`src/rtl/cfu_seq.sv`:
```
// Sequential control-flow unit: owns EIP, resolves Jcc/LOOPcc/CALL/JMP/RET targets one instruction
// per handshake, and shadows CALL/RET pairs on a circular return-address stack with sticky faults.
module cfu_seq #(
   parameter int               ADDR_W        = 32,
   parameter int               LEN_W         = 4,
   parameter int               RAS_DEPTH     = 8,
   parameter logic [ADDR_W-1:0] RESET_EIP    = '0,
   parameter bit               HALT_ON_FAULT = 1'b1
) (
   input  logic              clk,
   input  logic              rst,
   input  logic              in_valid,
   output logic              in_ready,
   input  logic [6:0]        opc,
   input  logic [31:0]       eflags,
   input  logic              ecx_is_zero,
   input  logic [LEN_W-1:0]  instr_len,
   input  logic [ADDR_W-1:0] address,
   output logic              out_valid,
   input  logic              out_ready,
   output logic [ADDR_W-1:0] eip,
   output logic              ras_mismatch,
   output logic              ras_underflow,
   output logic              ras_overflow,
   output logic              fault
);

   localparam int PTR_W = (RAS_DEPTH > 1) ? $clog2(RAS_DEPTH) : 1;

   // Command codes
   localparam logic [6:0] CMD_JO     = 7'h10;
   localparam logic [6:0] CMD_JNO    = 7'h11;
   localparam logic [6:0] CMD_JB     = 7'h12;
   localparam logic [6:0] CMD_JAE    = 7'h13;
   localparam logic [6:0] CMD_JE     = 7'h14;
   localparam logic [6:0] CMD_JNE    = 7'h15;
   localparam logic [6:0] CMD_JBE    = 7'h16;
   localparam logic [6:0] CMD_JA     = 7'h17;
   localparam logic [6:0] CMD_JS     = 7'h18;
   localparam logic [6:0] CMD_JNS    = 7'h19;
   localparam logic [6:0] CMD_JP     = 7'h1a;
   localparam logic [6:0] CMD_JNP    = 7'h1b;
   localparam logic [6:0] CMD_JL     = 7'h1c;
   localparam logic [6:0] CMD_JNL    = 7'h1d;
   localparam logic [6:0] CMD_JLE    = 7'h1e;
   localparam logic [6:0] CMD_JG     = 7'h1f;
   localparam logic [6:0] CMD_JCXZ   = 7'h20;
   localparam logic [6:0] CMD_LOOP   = 7'h21;
   localparam logic [6:0] CMD_LOOPE  = 7'h22;
   localparam logic [6:0] CMD_LOOPNE = 7'h23;
   localparam logic [6:0] CMD_CALLR  = 7'h24;
   localparam logic [6:0] CMD_CALLI  = 7'h25;
   localparam logic [6:0] CMD_JMPR   = 7'h26;
   localparam logic [6:0] CMD_JMPI   = 7'h27;
   localparam logic [6:0] CMD_RET    = 7'h28;

   // EFLAGS bit positions (x86 layout)
   localparam int EFLAGS_CF = 0;
   localparam int EFLAGS_PF = 2;
   localparam int EFLAGS_ZF = 6;
   localparam int EFLAGS_SF = 7;
   localparam int EFLAGS_OF = 11;

   generate
      if (ADDR_W < LEN_W) begin : g_bad_addr_w
         $error("cfu_seq: ADDR_W must be >= LEN_W");
      end
      if (RAS_DEPTH < 2 || (RAS_DEPTH & (RAS_DEPTH - 1)) != 0) begin : g_bad_depth
         $error("cfu_seq: RAS_DEPTH must be a power of 2 and >= 2");
      end
   endgenerate

   typedef enum logic {
      ST_RUN,
      ST_FAULT
   } state_t;

   state_t state, state_nxt;

   logic              cf, pf, zf, sf, of;
   logic              cc;
   logic              is_call, is_ret, is_jmp, is_abs, xfer;
   logic              accept;
   logic [ADDR_W-1:0] seq_eip, next_eip;

   logic [ADDR_W-1:0] ras_mem [RAS_DEPTH];
   logic [PTR_W-1:0]  ras_ptr;      // next free slot; oldest entry when full
   logic [PTR_W-1:0]  ras_top_idx;
   logic [PTR_W:0]    ras_cnt;
   logic              ras_empty, ras_full;
   logic              ret_mismatch, ret_underflow;

   logic              unused_eflags;

   assign cf = eflags[EFLAGS_CF];
   assign pf = eflags[EFLAGS_PF];
   assign zf = eflags[EFLAGS_ZF];
   assign sf = eflags[EFLAGS_SF];
   assign of = eflags[EFLAGS_OF];
   assign unused_eflags = ^{eflags[31:12], eflags[10:8], eflags[5:3], eflags[1]};

   // NOTE: every output of a combinational block gets a default first, so no path leaves it
   // unassigned and no latch is inferred.
   always_comb begin
      cc = 1'b0;
      case (opc)
         CMD_JO:     cc = of;
         CMD_JNO:    cc = !of;
         CMD_JB:     cc = cf;
         CMD_JAE:    cc = !cf;
         CMD_JE:     cc = zf;
         CMD_JNE:    cc = !zf;
         CMD_JBE:    cc = cf | zf;
         CMD_JA:     cc = !cf & !zf;
         CMD_JS:     cc = sf;
         CMD_JNS:    cc = !sf;
         CMD_JP:     cc = pf;
         CMD_JNP:    cc = !pf;
         CMD_JL:     cc = sf != of;
         CMD_JNL:    cc = sf == of;
         CMD_JLE:    cc = zf | (sf != of);
         CMD_JG:     cc = !zf & (sf == of);
         CMD_JCXZ:   cc = ecx_is_zero;
         CMD_LOOP:   cc = !ecx_is_zero;
         CMD_LOOPE:  cc = !ecx_is_zero & zf;
         CMD_LOOPNE: cc = !ecx_is_zero & !zf;
         default:    cc = 1'b0;
      endcase
   end

   assign is_call = (opc == CMD_CALLR) | (opc == CMD_CALLI);
   assign is_ret  = (opc == CMD_RET);
   assign is_jmp  = (opc == CMD_JMPR) | (opc == CMD_JMPI);
   assign is_abs  = (opc == CMD_CALLI) | (opc == CMD_JMPI) | is_ret;
   assign xfer    = cc | is_call | is_jmp | is_ret;

   assign seq_eip  = eip + ADDR_W'(instr_len);
   assign next_eip = !xfer ? seq_eip : (is_abs ? address : seq_eip + address);

   assign in_ready = (state == ST_RUN) & (!out_valid | out_ready);
   assign accept   = in_valid & in_ready;

   assign ras_top_idx   = ras_ptr - PTR_W'(1);
   assign ras_empty     = (ras_cnt == '0);
   assign ras_full      = (ras_cnt == (PTR_W + 1)'(RAS_DEPTH));
   assign ret_underflow = accept & is_ret & ras_empty;
   assign ret_mismatch  = accept & is_ret & !ras_empty & (ras_mem[ras_top_idx] != address);

   // NOTE: sequential state is assigned with non-blocking <= so every flop samples the
   // pre-edge values regardless of statement order.
   always_ff @(posedge clk) begin
      if (rst) begin
         eip           <= RESET_EIP;
         out_valid     <= 1'b0;
         ras_ptr       <= '0;
         ras_cnt       <= '0;
         ras_mismatch  <= 1'b0;
         ras_underflow <= 1'b0;
         ras_overflow  <= 1'b0;
      end else begin
         if (accept) begin
            eip <= next_eip;
         end
         if (accept) begin
            out_valid <= 1'b1;
         end else if (out_ready) begin
            out_valid <= 1'b0;
         end

         if (accept && is_call) begin
            ras_ptr <= ras_ptr + PTR_W'(1);
            if (ras_full) begin
               ras_overflow <= 1'b1;
            end else begin
               ras_cnt <= ras_cnt + (PTR_W + 1)'(1);
            end
         end else if (accept && is_ret && !ras_empty) begin
            ras_ptr <= ras_top_idx;
            ras_cnt <= ras_cnt - (PTR_W + 1)'(1);
         end

         if (ret_mismatch) begin
            ras_mismatch <= 1'b1;
         end
         if (ret_underflow) begin
            ras_underflow <= 1'b1;
         end
      end
   end

   // NOTE: the stack storage has no reset; ras_cnt gates every read, so stale entries are
   // never observed and the array can map onto plain RAM/flops without a reset net.
   always_ff @(posedge clk) begin
      if (!rst && accept && is_call) begin
         ras_mem[ras_ptr] <= seq_eip;
      end
   end

   always_ff @(posedge clk) begin
      if (rst) begin
         state <= ST_RUN;
      end else begin
         state <= state_nxt;
      end
   end

   always_comb begin
      state_nxt = state;
      fault     = 1'b0;
      case (state)
         ST_RUN: begin
            if (HALT_ON_FAULT && (ret_mismatch || ret_underflow)) begin
               state_nxt = ST_FAULT;
            end
         end
         ST_FAULT: begin
            fault = 1'b1;
         end
         default: begin
            state_nxt = ST_RUN;
         end
      endcase
   end

endmodule

```
`config.mk`:
```
export PLATFORM = sky130hd
export DESIGN_NAME = cfu_seq
export DESIGN_NICKNAME = d
export VERILOG_FILES = /design/src/rtl/cfu_seq.sv
export SDC_FILE = /design/constraint.sdc
export NUM_CORES = 1
export LEC_CHECK = 0
export ABC_AREA = 1
export CAP_MARGIN = 0
export CELL_PAD_IN_SITES_DETAIL_PLACEMENT = 0
export CELL_PAD_IN_SITES_GLOBAL_PLACEMENT = 2
export CORE_MARGIN = 2
export CORE_UTILIZATION = 33
export DETAILED_ROUTE_END_ITERATION = 12
export GPL_TIMING_DRIVEN = 0
export PLACE_DENSITY = 0.85
export SLEW_MARGIN = 15
export SYNTH_ARGS = -nofsm -noshare
export SYNTH_HDL_FRONTEND = slang
export SYNTH_SLANG_ARGS = --single-unit
```
`constraint.sdc`:
```
create_clock -name clk -period 4.7 [get_ports clk]
set_input_delay 0.94 -clock clk [delete_from_list [all_inputs] [get_ports clk]]
set_output_delay 0.94 -clock clk [all_outputs]
set_load 0.05 [all_outputs]
```
==> After elaboration in Yosys (flattened, before gate mapping) <==
Memories as Yosys holds them, arrays and structs flattened.
Index checks and enable logic that the tools add are counted.
{ "word_totals": {"mem_bits_rw": 256, "regBits": 44, "memories": 1, "elab_cells": 101, "romBits": 0, "inputBits": 80, "latch_bits": 0} }
{ "classes": {"n_lt_le_gt_ge": 0, "eq_ne": 30, "n_shift": 0, "div_mod_pow": 0, "multipliers": 0, "add_sub_neg": 6, "reduce_logical": 20, "bitwise_logic": 21, "muxes": 15} }
{ "memory_table": {"columns": ["name", "words", "word_bits", "read_ports", "rd_ports_with_merged_regs", "wr", "line", "source"], "rows": [
  ["ras_mem", 8, 32, 1, 0, 1, "86", "logic [ADDR_W-1:0] ras_mem [RAS_DEPTH];"]
]} }
{ "op_table": {"columns": ["op", "n"], "rows": [
  ["$eq 7x5->1 const B", 16],
  ["$mux 32", 2],
  ["$eq 7x6->1 const B", 9],
  ["$add 32x32->32", 1],
  ["$add 32x4->32", 1],
  ["$ne 32x32->1", 1],
  ["$pmux 1 s20", 1],
  ["$mux 4", 3],
  ["$and 1x1->1", 10],
  ["$or 1x1->1", 10],
  ["$logic_not 1->1", 9],
  ["$mux 1", 7],
  ["$mux 3", 2],
  ["$logic_and 1x1->1", 5],
  ["$add 4x1->4 const B", 1],
  ["$eq 4x4->1 const B", 1],
  ["$logic_not 4->1", 1],
  ["$reduce_and 2->1", 2],
  ["$reduce_bool 2->1", 2],
  ["$sub 4x1->4 const B", 1],
  ["$add 3x1->3 const B", 1],
  ["$sub 3x1->3 const B", 1],
  ["$ne 2x2->1 const B", 1],
  ["$eq 1x1->1", 1],
  ["3 further kinds", 3]
]} }

==> Longest topological paths before layout <==
Gate-level depths: netlist (run 1).
{ "depth": {"depth_word": 10, "mapped_depth": 28, "mapped_depth_nobuf": 28} }

==> Least setup slack after synthesis (run 1) <==
Ideal clock, no wire load.
{ "synth_timing": {"kind": "input-to-reg", "from": "in out_ready", "to": "mem ras_mem[2][0] (enable)", "required_ns": 4.239, "slack_ns": -0.633, "path_stages": 10, "arrival_ns": 4.872, "n_path_buf": 0, "cell_sequence": "inv_1 > nand2_1 > inv_1 > nor2_1 > nand2_2 > inv_2 > nand3_1 > inv_2 > nand3_1 > nor3_1"} }
{ "synth_between": {"elab_chain_len": 7} }
{ "synth_rtl": {"columns": ["element", "line", "source"], "rows": [
  ["start: declaration", "20", "input logic out_ready,"],
  ["$or 1x1->1", "140", "assign in_ready = (state == ST_RUN) & (!out_valid | out_ready);"],
  ["$and 1x1->1", "140", null],
  ["net in_ready", "13", "output logic in_ready,"],
  ["$and 1x1->1", "141", "assign accept = in_valid & in_ready;"],
  ["$logic_and 1x1->1 (2 in a row)", "194", "if (!rst && accept && is_call) begin"],
  ["$mux 1", "194", null],
  ["$mux 1 (implied by the code)", "195", "ras_mem[ras_ptr] <= seq_eip;"],
  ["end: declaration", "86", null]
]} }
The timed path passes the listed nets, and every way through them passes these cells.

==> Final worst setup path (run 1) <==
{ "layout_timing": {"from": "in instr_len[0]", "to": "reg eip[25]"} }
{ "layout_between": {"elab_chain_len": 4} }
{ "layout_rtl": {"columns": ["element", "line", "source"], "rows": [
  ["start: declaration", "17", "input logic [LEN_W-1:0] instr_len,"],
  ["$add 32x4->32", "137", "assign seq_eip = eip + ADDR_W'(instr_len);"],
  ["net seq_eip[22]", "84", "logic [ADDR_W-1:0] seq_eip, next_eip;"],
  ["$add 32x32->32", "138", "assign next_eip = !xfer ? seq_eip : (is_abs ? address : seq_eip + address);"],
  ["$mux 32 (2 in a row)", "138", null],
  ["end signal: assignment", "162", "eip <= next_eip;"],
  ["end: declaration", "21", "output logic [ADDR_W-1:0] eip,"]
]} }
The timed path passes the listed nets, and every way through them passes these cells.
A chain may end at the register's enable or synchronous reset.

==> results of run 1 <==
-- synthesized netlist by cell type (15+ instances only) --
library cell / count / area [sq um]
nand2_1: 609 / 2290
nand3_1: 262 / 1310
edfxtp_1: 256 / 7690
nor2_1: 149 / 559
inv_1: 123 / 462
a21oi_1: 83 / 415
buf_2: 46 / 230
dfxtp_1: 44 / 881
ha_1: 42 / 526
o21ai_0: 39 / 195
xor2_1: 37 / 324
xnor2_1: 25 / 219
nor3_1: 23 / 115
inv_2: 15 / 56.3
nand4_1: 15 / 93.8
-- power by group through the flow --
stage	registers [W]	logic, W	clock network (W)
finish	0.00299	0.000999	0.00260
global route	0.00299	0.00108	0.00274
global placement	0.00304	0.000939	0
CTS	0.00299	0.000966	0.00264
floorplan	0.00310	0.000511	0
detailed placement	0.00304	0.000947	0
-- cells in the final DEF (no fill, tap or decap), drive strengths merged --
master / Yosys / layout
o21bai: 5 / 5
o21ai: 51 / 51
xor2: 38 / 38
clkinv: 0 / 9
nand4: 15 / 15
nor3: 24 / 24
dfxtp: 44 / 44
nand3: 263 / 263
and3: 2 / 2
a21oi: 83 / 83
nand2: 612 / 612
o22ai: 1 / 1
or2: 4 / 4
ha: 42 / 42
a21o: 8 / 8
bufinv: 0 / 1
clkinvlp: 0 / 1
o211ai: 12 / 12
fa: 3 / 3
nor2: 154 / 154
o221ai: 1 / 1
o31ai: 1 / 1
and2: 1 / 1
buf: 58 / 110
clkbuf: 14 / 62
edfxtp: 256 / 256
inv: 138 / 139
xnor2: 26 / 26
nand3b: 9 / 9
o21a: 5 / 5
nor4: 1 / 1
a31oi: 2 / 2
clkdlybuf4s50: 0 / 89
-- sequential cells by signal, indices dropped and copies added (netlist names) --
signal and count:
ras_mem 256, eip 32, ras_cnt 4, ras_ptr 3, out_valid 1, ras_mismatch 1
ras_overflow 1, ras_underflow 1, state 1
-- worst min-delay path, cell delays in order (launching register included) --
cell     delay [ps]
dfxtp_1         310
inv_1            50
a21oi_1          50
-- per-layer routing --
metal  wire, microns  up-vias  share of wire, %  track usage [%]
li1                -     6649                 -                -
met1           24700     6570                42             29.1
met2           27100      452                47             38.5
met3            3860      111               6.6             5.01
met4            2490        0               4.3             9.68
met5               0        -                 0                0
-- how the worst max path moves through the flow --
stage | startpoint | endpoint | cells after the start
finish | instr_len[0] | eip[25]$_SDFFE_PP0P_ | 24
global route | instr_len[0] | eip[30]$_SDFFE_PP0P_ | 26
CTS | instr_len[0] | eip[29]$_SDFFE_PP0P_ | 25
detailed placement | instr_len[0] | eip[29]$_SDFFE_PP0P_ | 23
global placement | out_ready | ras_mem[7][13]$_DFFE_PP_ | 11
floorplan | out_ready | ras_mem[2][0]$_DFFE_PP_ | 10
-- through the flow --
step                      setup TNS (ps)  hold WS, ps  setup WS (ps)  power, W  area (sq um)
after detailed placement          -22630          448          -1270   0.00399         18200
after floorplan                  -162080          457           -633   0.00361         16100
after global routing               -41.1          481          -36.3   0.00682         19700
after CTS                              0          462           3.96   0.00660         19400
final                                  0          455            232   0.00659         19700
after global placement           -939210          443          -3650   0.00398         17800
-- layout make-up --
cell class                 instances  area [sq um]  area share (%)
tap                              615           769            3.91
inverter                         138           526            2.67
clock buffer                      48           955            4.86
multi-input combinational       1363          6990            35.5
timing repair buffer             141          1350            6.89
sequential                       300          8570            43.6
clock inverter                    12           133           0.675
buffer                            72           369            1.88
-- logic make-up after synthesis --
logic type | Yosys count | synth area share [%]
xor gates and xnor gates | 64 | 3.57
adders and majority gates | 45 | 3.64
and+or+nand+nor | 1085 | 28.3
DFF | 300 | 53.2
buffers and inverters | 210 | 5.51
AOI/OAI and AO/OA | 169 | 5.78
-- repair_timing --
item | in CTS | in global routing
buffers inserted | 4 | 10
resized for setup | 22 | 38
pin swaps | 3 | 8
setup endpoints to repair | 23 | 19
endpoints found under the hold margin | 0 | 0
==> flow_metrics.env, run 1 <==
export IMPL_status="complete, no violations"
export IMPL_routed_wl_mm=58.1
export IMPL_startpoint_type="input port"
export IMPL_syn_area_sq_um=16100
export IMPL_vdd_drop_max_mv=0.190
export IMPL_die_area_sq_um=50600
export IMPL_clockBufferDepth=3
export IMPL_numCtsBuffers=35
export IMPL_cp_data_required_time_ps=5110
export IMPL_synth_async_sr_flop_share_pct=0
export IMPL_fmaxAchievable_mhz=224
export IMPL_worstMarginPinSlew_ps=1050
export IMPL_worstPathCellList="clkdlybuf4s50_1 -> ha_1 -> inv_1 -> fa_2 -> nand3b_1 -> nand2_2 -> nand2_1 -> nor2_4 -> buf_4 -> nand4_1 -> xor2_1 -> inv_2 -> ha_1 -> nand2_1 -> nand2_1 -> nand3_1 -> nand3_1 -> a21o_1 -> nor2_1 -> nand3b_1 -> nand3_1 -> nand3_1 -> nand2_1 -> a21oi_1"
export IMPL_post_route_util_pct=41.0
export IMPL_grt_overflow_total=0
export IMPL_hold_path_class="flop to flop"
export IMPL_core_sq_um=47900
export IMPL_ff2ff_path_depth=18
export IMPL_chipWidth_microns=225
export IMPL_fin_crit_ps=4470
export IMPL_fillers=4775
export IMPL_worstSetupEndpointType="flop"
export IMPL_routed_via_density=5.13
export IMPL_ff2ff_setup_slack_ps=460
export IMPL_antenna_found_initial=1
export IMPL_hold_path_depth=2
export IMPL_setup_viol=0
export IMPL_rows=80
export IMPL_min_from="ras_underflow$_SDFFE_PP0P_"
export IMPL_power_switching_w=0.00183
export IMPL_p_comb_share_pct=15.2
export IMPL_ys_seq_area_share_pct=53.2
export IMPL_synth_cells=1873
export IMPL_crit_fanout=10
export IMPL_grt_pass1_wl_mm=84.4
export IMPL_min_period_over_period_pct=95.1
export IMPL_place_gp_congestion=0.925
export IMPL_worstPathArrival_ps=4880
export IMPL_synth_enable_flop_cells=256
export IMPL_grt_pass1_vias=13100
export IMPL_via_count=13800
export IMPL_cts_tree="yes"
export IMPL_ys_types=42
export IMPL_diodes=0
export IMPL_final_cells=2689
export IMPL_cpMaxStageDelayCell="clkdlybuf4s50_1"
export IMPL_cts_max_level=2
export IMPL_root_buffer="clkbuf_16"
export IMPL_synth_seq_cells=300
export IMPL_dieHeight_microns=225
export IMPL_clkPwrFrac_pct=39.5
export IMPL_max_stage_delay_ps=460
export IMPL_cp_num_buf_inv=4
export IMPL_drive_gt1_share_pct=11.5
export IMPL_pwr_share_seq_pct=45.4
export IMPL_placed_cells=2615
export IMPL_clock_sinks=300
export IMPL_wire_per_inst_microns=21.6
export IMPL_initial_utilization_pct=33.6
export IMPL_slew_limit_headroom_pct=29.6
export IMPL_detailed_place_hpwl_mm=44.7
export IMPL_grtUsageTotal_pct=23.1
export IMPL_power_density_nw_per_um2=335
export IMPL_grt_max_degree=14
export IMPL_power_leakage_nw=7.93
export IMPL_skew_ps=18.1
export IMPL_portBuffers=89
export IMPL_worstReg2RegStart="ras_ptr[0]$_SDFFE_PP0P_"
export IMPL_hold_end="ras_underflow$_SDFFE_PP0P_"
export IMPL_regToRegEndpoint="state$_SDFF_PP0_"
export IMPL_drc=0
export IMPL_drtAntennaViolNets=0
export IMPL_postSynthAreaPerCell_sq_um=8.60
export IMPL_critPathTopFamily="simple AND/OR/NAND/NOR gates"
export IMPL_drt_first_pass_iters=5
export IMPL_slew_violations=0
export IMPL_synth_warning_count=0
export IMPL_ios=118
export IMPL_path_class="input port to flop"
export IMPL_hold_viol_final=0
export IMPL_drtIter0Drc=1146
export IMPL_layout_nets=2176
export IMPL_syn_to_final_growth_pct=22.1
export IMPL_synth_main_ff_cell="edfxtp_1"
export IMPL_switching_share_pct=27.8
export IMPL_clock_latency_ps=560
export IMPL_cts_hold_buf=0
export IMPL_drv_cap=0
export IMPL_path_clk_slew_ps=60
export IMPL_synth_nets=1998
export IMPL_p_int_w=0.00476
(Power assumes the default switching activity.)
==> run 2: changes to the inputs <==
ABC_AREA = unset   (was 1)
CORE_UTILIZATION = 35   (was 33)
PLACE_DENSITY = 0.77   (was 0.85)
clock period = 4.45 ns   (was 4.7 ns; I/O delays follow)
==> flow_metrics.env, run 2 <==
export IMPL_detailed_place_hpwl_mm=35.5
export IMPL_synth_most_common_cell="edfxtp_1"
export IMPL_power_density_nw_per_um2=345
export IMPL_setup_tns_ps=0
export IMPL_portBuffers=86
export IMPL_setup_viol=0
export IMPL_slew_limit_headroom_pct=33.0
export IMPL_via_count=10500
export IMPL_wire_per_inst_microns=25.9
export IMPL_mostFrequentLayoutCells="256 x edfxtp_1, 83 x clkdlybuf4s50_1, 77 x nand2_1"
export IMPL_routed_via_density=5.63
export IMPL_cp_num_buf_inv=4
export IMPL_syn_to_final_growth_pct=28.0
export IMPL_ys_seq_area_share_pct=56.9
export IMPL_syn_area_sq_um=15100
export IMPL_cpMaxStageDelayCell="clkdlybuf4s50_1"
export IMPL_largest_reg_flops=256
export IMPL_chipWidth_microns=211
export IMPL_hold_path_class="flop to flop"
export IMPL_ff2ff_setup_slack_ps=210
export IMPL_synth_seq_cells=300
export IMPL_grt_overflow_total=0
export IMPL_placed_area_sq_um=17100
export IMPL_startpoint_type="input port"
export IMPL_synth_main_ff_cell="edfxtp_1"
export IMPL_hold_viol_final=0
export IMPL_drtAntennaViolNets=0
export IMPL_cts_max_level=1
export IMPL_core_sq_um=42200
export IMPL_slew_violations=0
export IMPL_yosys_area_top_type_share_pct=51.1
export IMPL_status="complete, no violations"
export IMPL_crit_fanout=6
export IMPL_synth_enable_flop_cells=256
export IMPL_synth_cells=1117
export IMPL_synth_nets=1242
export IMPL_synth_warning_count=0
export IMPL_postSynthAreaPerCell_sq_um=13.5
export IMPL_grt_max_degree=20
export IMPL_cts_tree="yes"
export IMPL_drive_gt1_share_pct=25.0
export IMPL_clock_latency_ps=600
export IMPL_mostFrequentLayoutCell="edfxtp_1"
export IMPL_grt_pass1_wl_mm=69.6
export IMPL_worstSetupEndpointType="flop"
export IMPL_grt_pass1_vias=10400
export IMPL_ys_types=78
export IMPL_path_class="input port to flop"
export IMPL_drt_first_pass_iters=6
export IMPL_cp_data_required_time_ps=4870
export IMPL_routed_wl_mm=48.4
export IMPL_min_period_over_period_pct=97.1
export IMPL_power_leakage_nw=6.78
export IMPL_antenna_found_initial=1
export IMPL_yosys_area_top_type="edfxtp_1"
export IMPL_path_clk_slew_ps=60
export IMPL_ios=118
export IMPL_drv_cap=0
export IMPL_synth_async_sr_flop_share_pct=0
export IMPL_vdd_drop_max_mv=0.300
export IMPL_dieHeight_microns=211
export IMPL_initial_utilization_pct=35.6
export IMPL_grtUsageTotal_pct=21.7
export IMPL_fin_crit_ps=4320
export IMPL_worstPathArrival_ps=4740
export IMPL_worstMarginPinSlew_ps=1000
export IMPL_clockBufferDepth=3
export IMPL_synthTopCellsByArea="edfxtp_1 51%, mux4_2 9.7%, dfxtp_1 5.9%"
export IMPL_place_gp_congestion=0.910
export IMPL_numCtsBuffers=31
export IMPL_layout_nets=1430
export IMPL_reg_top3="ras_mem x256, eip x32, ras_cnt x4"
export IMPL_drc=0
export IMPL_rows=75
export IMPL_critPathTopFamily="compound AO/OA/AOI/OAI gates"
export IMPL_root_buffer="clkbuf_16"
export IMPL_max_stage_delay_ps=460
export IMPL_final_cell_area_sq_um=19300
export IMPL_drtIter0Drc=920
export IMPL_cts_hold_buf=0
export IMPL_skew_ps=43.9
export IMPL_fmaxAchievable_mhz=231
export IMPL_die_area_sq_um=44700
export IMPL_synth_top_cells_by_count="256 x edfxtp_1, 82 x nand2_1, 65 x mux4_2, 64 x xnor2_1, 61 x nor2_1"
export IMPL_worstPathCellList="clkdlybuf4s50_1 -> ha_4 -> inv_1 -> o21bai_4 -> buf_4 -> nand2_4 -> nor3_4 -> buf_4 -> nand2b_4 -> xnor2_4 -> ha_4 -> a21o_1 -> nand3_1 -> nand2_1 -> a211o_1 -> o22a_2 -> xnor2_2 -> a211oi_2 -> a211oi_2 -> nor3_1"
export IMPL_clock_sinks=300
export IMPL_largest_register="ras_mem"
==> run 2: cell count changes in the layout (fill, tap and decap cells not counted), sizes merged, moves of 14 or more <==
| cell | change |
|---|---|
| nand2 | -530 |
| nand3 | -232 |
| inv | -113 |
| nor2 | -93 |
| mux4 | +65 |
| xnor2 | +39 |
| a21oi | -23 |
| a21o | +19 |
| buf | -14 |
| mux2i | +14 |
| nor4 | +14 |
==> run 2: worst paths after layout <==
| kind | startpoint | to | cells after the start |
|---|---|---|---|
| max | instr_len[3] | eip[20]$_SDFFE_PP0P_ | 20 |
| min | ras_overflow$_SDFFE_PP0P_ | ras_overflow$_SDFFE_PP0P_ | 2 |
| max reg2reg | eip[12]$_SDFFE_PP0P_ | eip[28]$_SDFFE_PP0P_ | 15 |
| min reg2reg | ras_overflow$_SDFFE_PP0P_ | ras_overflow$_SDFFE_PP0P_ | 2 |
==> run 2: worst register-to-register path, delay by kind of cell, from the launching register on <==
| family | cells | cell delay (ps) |
|---|---|---|
| fa+ha+maj | 1 | 250 |
| compound gates | 6 | 1420 |
| flops | 1 | 610 |
| simple gates | 6 | 1450 |
| xor+xnor | 2 | 370 |
==> run 2: logic make-up after synthesis <==
logic type / count (synthesis) / share of synthesized area (%)
AOI/OAI and AO/OA: 230 / 10.2
buffers and inverters: 75 / 2.36
and+or+nand+nor: 275 / 9.24
DFF: 300 / 56.9
adders and majority gates: 45 / 3.89
muxes: 80 / 10.8
xor gates and xnor gates: 112 / 6.67
==> run 2: metrics by stage <==
| stage | hold WS, ps | util (%) | worst slack [ps] | cells | total power, W |
|---|---|---|---|---|---|
| floorplan | 471 | - | -940 | 1117 | 0.00362 |
| global placement | 446 | 39.7 | -3870 | 1742 | 0.00391 |
| detailed placement | 453 | 40.5 | -1730 | 1769 | 0.00391 |
| CTS | 462 | 45.1 | 8.38 | 1861 | 0.00665 |
| global route | 486 | 45.6 | -21.5 | 1870 | 0.00685 |
| finish | 452 | 45.6 | 128 | 1870 | 0.00664 |
==> run 2: layer usage <==
metal	track usage, %	part of all wire [%]
met1	29.6	44
met2	34.7	46
met3	4.39	6.6
met4	7.48	2.9
met5	0	0
==> run 2: layout make-up <==
| cell class | count | area [sq um] |
|---|---|---|
| clock inverters | 22 | 254 |
| inverters | 23 | 86.3 |
| multi-input cells | 742 | 7050 |
| well taps | 539 | 674 |
| fillers | 3778 | 23000 |
| repair buffers | 155 | 1530 |
| diodes | 1 | 2.50 |
| flip-flops and latches | 300 | 8570 |
| clock buffers | 36 | 795 |
| plain buffers | 52 | 310 |
==> run 2: what timing repair did <==
action                                  CTS  global route
pin swaps                                35            21
resized for setup                        98            29
endpoints found under the setup margin   27            18
setup buffers                            34             8
==> run 2: where the power goes <==
group          internal (W)  total, W  switching (W)
clock network       0.00153   0.00268        0.00115
logic              0.000327  0.000846       0.000519
registers           0.00308   0.00312      0.0000362
total               0.00494   0.00664        0.00170
==> run 3: changes to the inputs <==
SLEW_MARGIN = unset   (was 15)
==> flow_metrics.env, run 3 (synthesis results as in run 2) <==
export IMPL_status="complete, no violations"
export IMPL_power_density_nw_per_um2=342
export IMPL_portBuffers=86
export IMPL_clock_sinks=300
export IMPL_mostFrequentLayoutCell="edfxtp_1"
export IMPL_via_count=10500
export IMPL_layout_nets=1425
export IMPL_largest_register="ras_mem"
export IMPL_setup_viol=0
export IMPL_rows=75
export IMPL_skew_ps=28.2
export IMPL_slew_limit_headroom_pct=32.8
export IMPL_slew_violations=0
export IMPL_mostFrequentLayoutCells="256 x edfxtp_1, 82 x clkdlybuf4s50_1, 78 x nand2_1"
export IMPL_pwr_share_seq_pct=47.4
export IMPL_antenna_found_initial=2
export IMPL_drv_cap=0
export IMPL_grt_overflow_total=0
export IMPL_placed_area_sq_um=17100
export IMPL_worst_hold_slack_ps=453
export IMPL_cts_max_level=1
export IMPL_drtIter0Drc=945
export IMPL_dieHeight_microns=211
export IMPL_fin_crit_ps=4260
export IMPL_routed_via_density=5.65
export IMPL_switching_share_pct=25.6
export IMPL_met1_usage_pct=30.8
export IMPL_fmaxAchievable_mhz=235
export IMPL_drc=0
export IMPL_drt_first_pass_iters=5
export IMPL_grt_max_degree=20
export IMPL_die_area_sq_um=44700
export IMPL_grtUsageTotal_pct=21.6
export IMPL_grt_pass1_wl_mm=69.4
export IMPL_clkPwrFrac_pct=39.6
export IMPL_hold_viol_final=0
export IMPL_worstMarginPinSlew_ps=1010
export IMPL_wire_per_inst_microns=25.9
export IMPL_cp_data_required_time_ps=4930
export IMPL_reg_top3="ras_mem x256, eip x32, ras_cnt x4"
export IMPL_drtAntennaViolNets=0
export IMPL_syn_to_final_growth_pct=27.8
export IMPL_place_gp_congestion=0.910
export IMPL_grt_pass1_vias=10300
export IMPL_core_sq_um=42200
export IMPL_busiest_layer="met2"
export IMPL_startpoint_type="flop"
export IMPL_p_int_w=0.00489
export IMPL_largest_reg_flops=256
export IMPL_fillers=3758
export IMPL_clock_latency_ps=590
export IMPL_crit_fanout=7
export IMPL_grtUsageMet3_pct=2.86
export IMPL_power_leakage_nw=6.75
export IMPL_worstPathArrival_ps=4740
export IMPL_min_period_over_period_pct=95.7
export IMPL_clockBufferDepth=3
export IMPL_ios=118
export IMPL_path_clk_slew_ps=70
export IMPL_cts_hold_buf=0
export IMPL_hold_path_class="flop to flop"
export IMPL_chipWidth_microns=211
export IMPL_p_comb_share_pct=13.0
export IMPL_cts_tree="yes"
export IMPL_drive_gt1_share_pct=24.4
export IMPL_detailed_place_hpwl_mm=35.4
export IMPL_met2_usage_pct=35.5
export IMPL_initial_utilization_pct=35.6
export IMPL_root_buffer="clkbuf_16"
export IMPL_power_switching_w=0.00168
export IMPL_vdd_drop_max_mv=0.314
export IMPL_numCtsBuffers=31
export IMPL_routed_wl_mm=48.4
export IMPL_path_class="flop to flop"
export IMPL_worstSetupEndpointType="flop"
export IMPL_final_cell_area_sq_um=19200
run 3: cell types whose count changed in the layout (fill, tap and decap cells not counted), sizes merged, moves of 2 or more:
cell          change
buf               -4
bufinv            -2
clkinv            -4
dlymetal6s2s      +2
clkbuf            +5
run 3: through the flow:
| step | std cells | util (%) | TNS [ps] | setup slack, ps | power (W) |
|---|---|---|---|---|---|
| 6_report | 1866 | 45.5 | 0 | 190 | 0.00657 |
| 5_1_grt | 1865 | 45.5 | -10.3 | -10.3 | 0.00679 |
| 4_1_cts | 1852 | 44.8 | 0 | 1.40 | 0.00658 |
| 3_5_place_dp | 1763 | 40.5 | -37660 | -1740 | 0.00391 |
| 3_3_place_gp | 1742 | 39.7 | -677820 | -3870 | 0.00391 |
| 2_1_floorplan | 1117 | - | -106100 | -940 | 0.00362 |
run 3: metal layers:
layer,vias up,wire [microns]
met1,5368,21500
met4,0,983
met5,-,0
li1,4725,-
met2,388,22700
met3,54,3280
run 3: layout make-up:
type | count | area [sq um] | share of cell area (%)
Timing Repair Buffer | 151 | 1530 | 7.94
Inverter | 23 | 86.3 | 0.449
Tap cell | 539 | 674 | 3.51
Sequential cell | 300 | 8570 | 44.6
Buffer | 51 | 307 | 1.59
Clock inverter | 16 | 166 | 0.865
Antenna cell | 2 | 5.00 | 0.0260
Multi-Input combinational cell | 742 | 7040 | 36.6
Clock buffer | 42 | 857 | 4.46
run 3: worst max-delay path, stage by stage, from the launching register on:
cell       delay (ps)
dfxtp_1           610
nand3_2           280
nor4_4            320
and2_4            240
nand4_1           230
xnor2_4           280
ha_4              250
a21o_1            160
a21o_1            180
a21oi_2           200
nand3_2           110
a311o_1           410
and3_4            190
a2111oi_4         300
xor2_1            110
a311oi_1          280
run 3: path summary, 6_finish.rpt:
path / start / endpoint / slack, ps / depth (start not counted)
setup / recovery: eip[8]$_SDFFE_PP0P_ / eip[28]$_SDFFE_PP0P_ / 190 / 15
hold / removal: ras_overflow$_SDFFE_PP0P_ / ras_overflow$_SDFFE_PP0P_ / 450 / 2
setup reg to reg: eip[8]$_SDFFE_PP0P_ / eip[28]$_SDFFE_PP0P_ / 190 / 15
hold reg to reg: ras_overflow$_SDFFE_PP0P_ / ras_overflow$_SDFFE_PP0P_ / 450 / 2
run 3: power by group through the flow:
stage               Sequential, W  Clock [W]  Combinational, W
global placement          0.00317          0          0.000737
floorplan                 0.00322          0          0.000405
CTS                       0.00311    0.00266          0.000809
global route              0.00312    0.00276          0.000909
detailed placement        0.00317          0          0.000739
finish                    0.00312    0.00261          0.000852
run 3: timing repair:
action / in CTS / in global routing
endpoints found under the hold margin: 0 / 0
pin swaps: 36 / 31
resized for setup: 87 / 40
setup endpoints to repair: 27 / 21
buffers inserted: 31 / 13
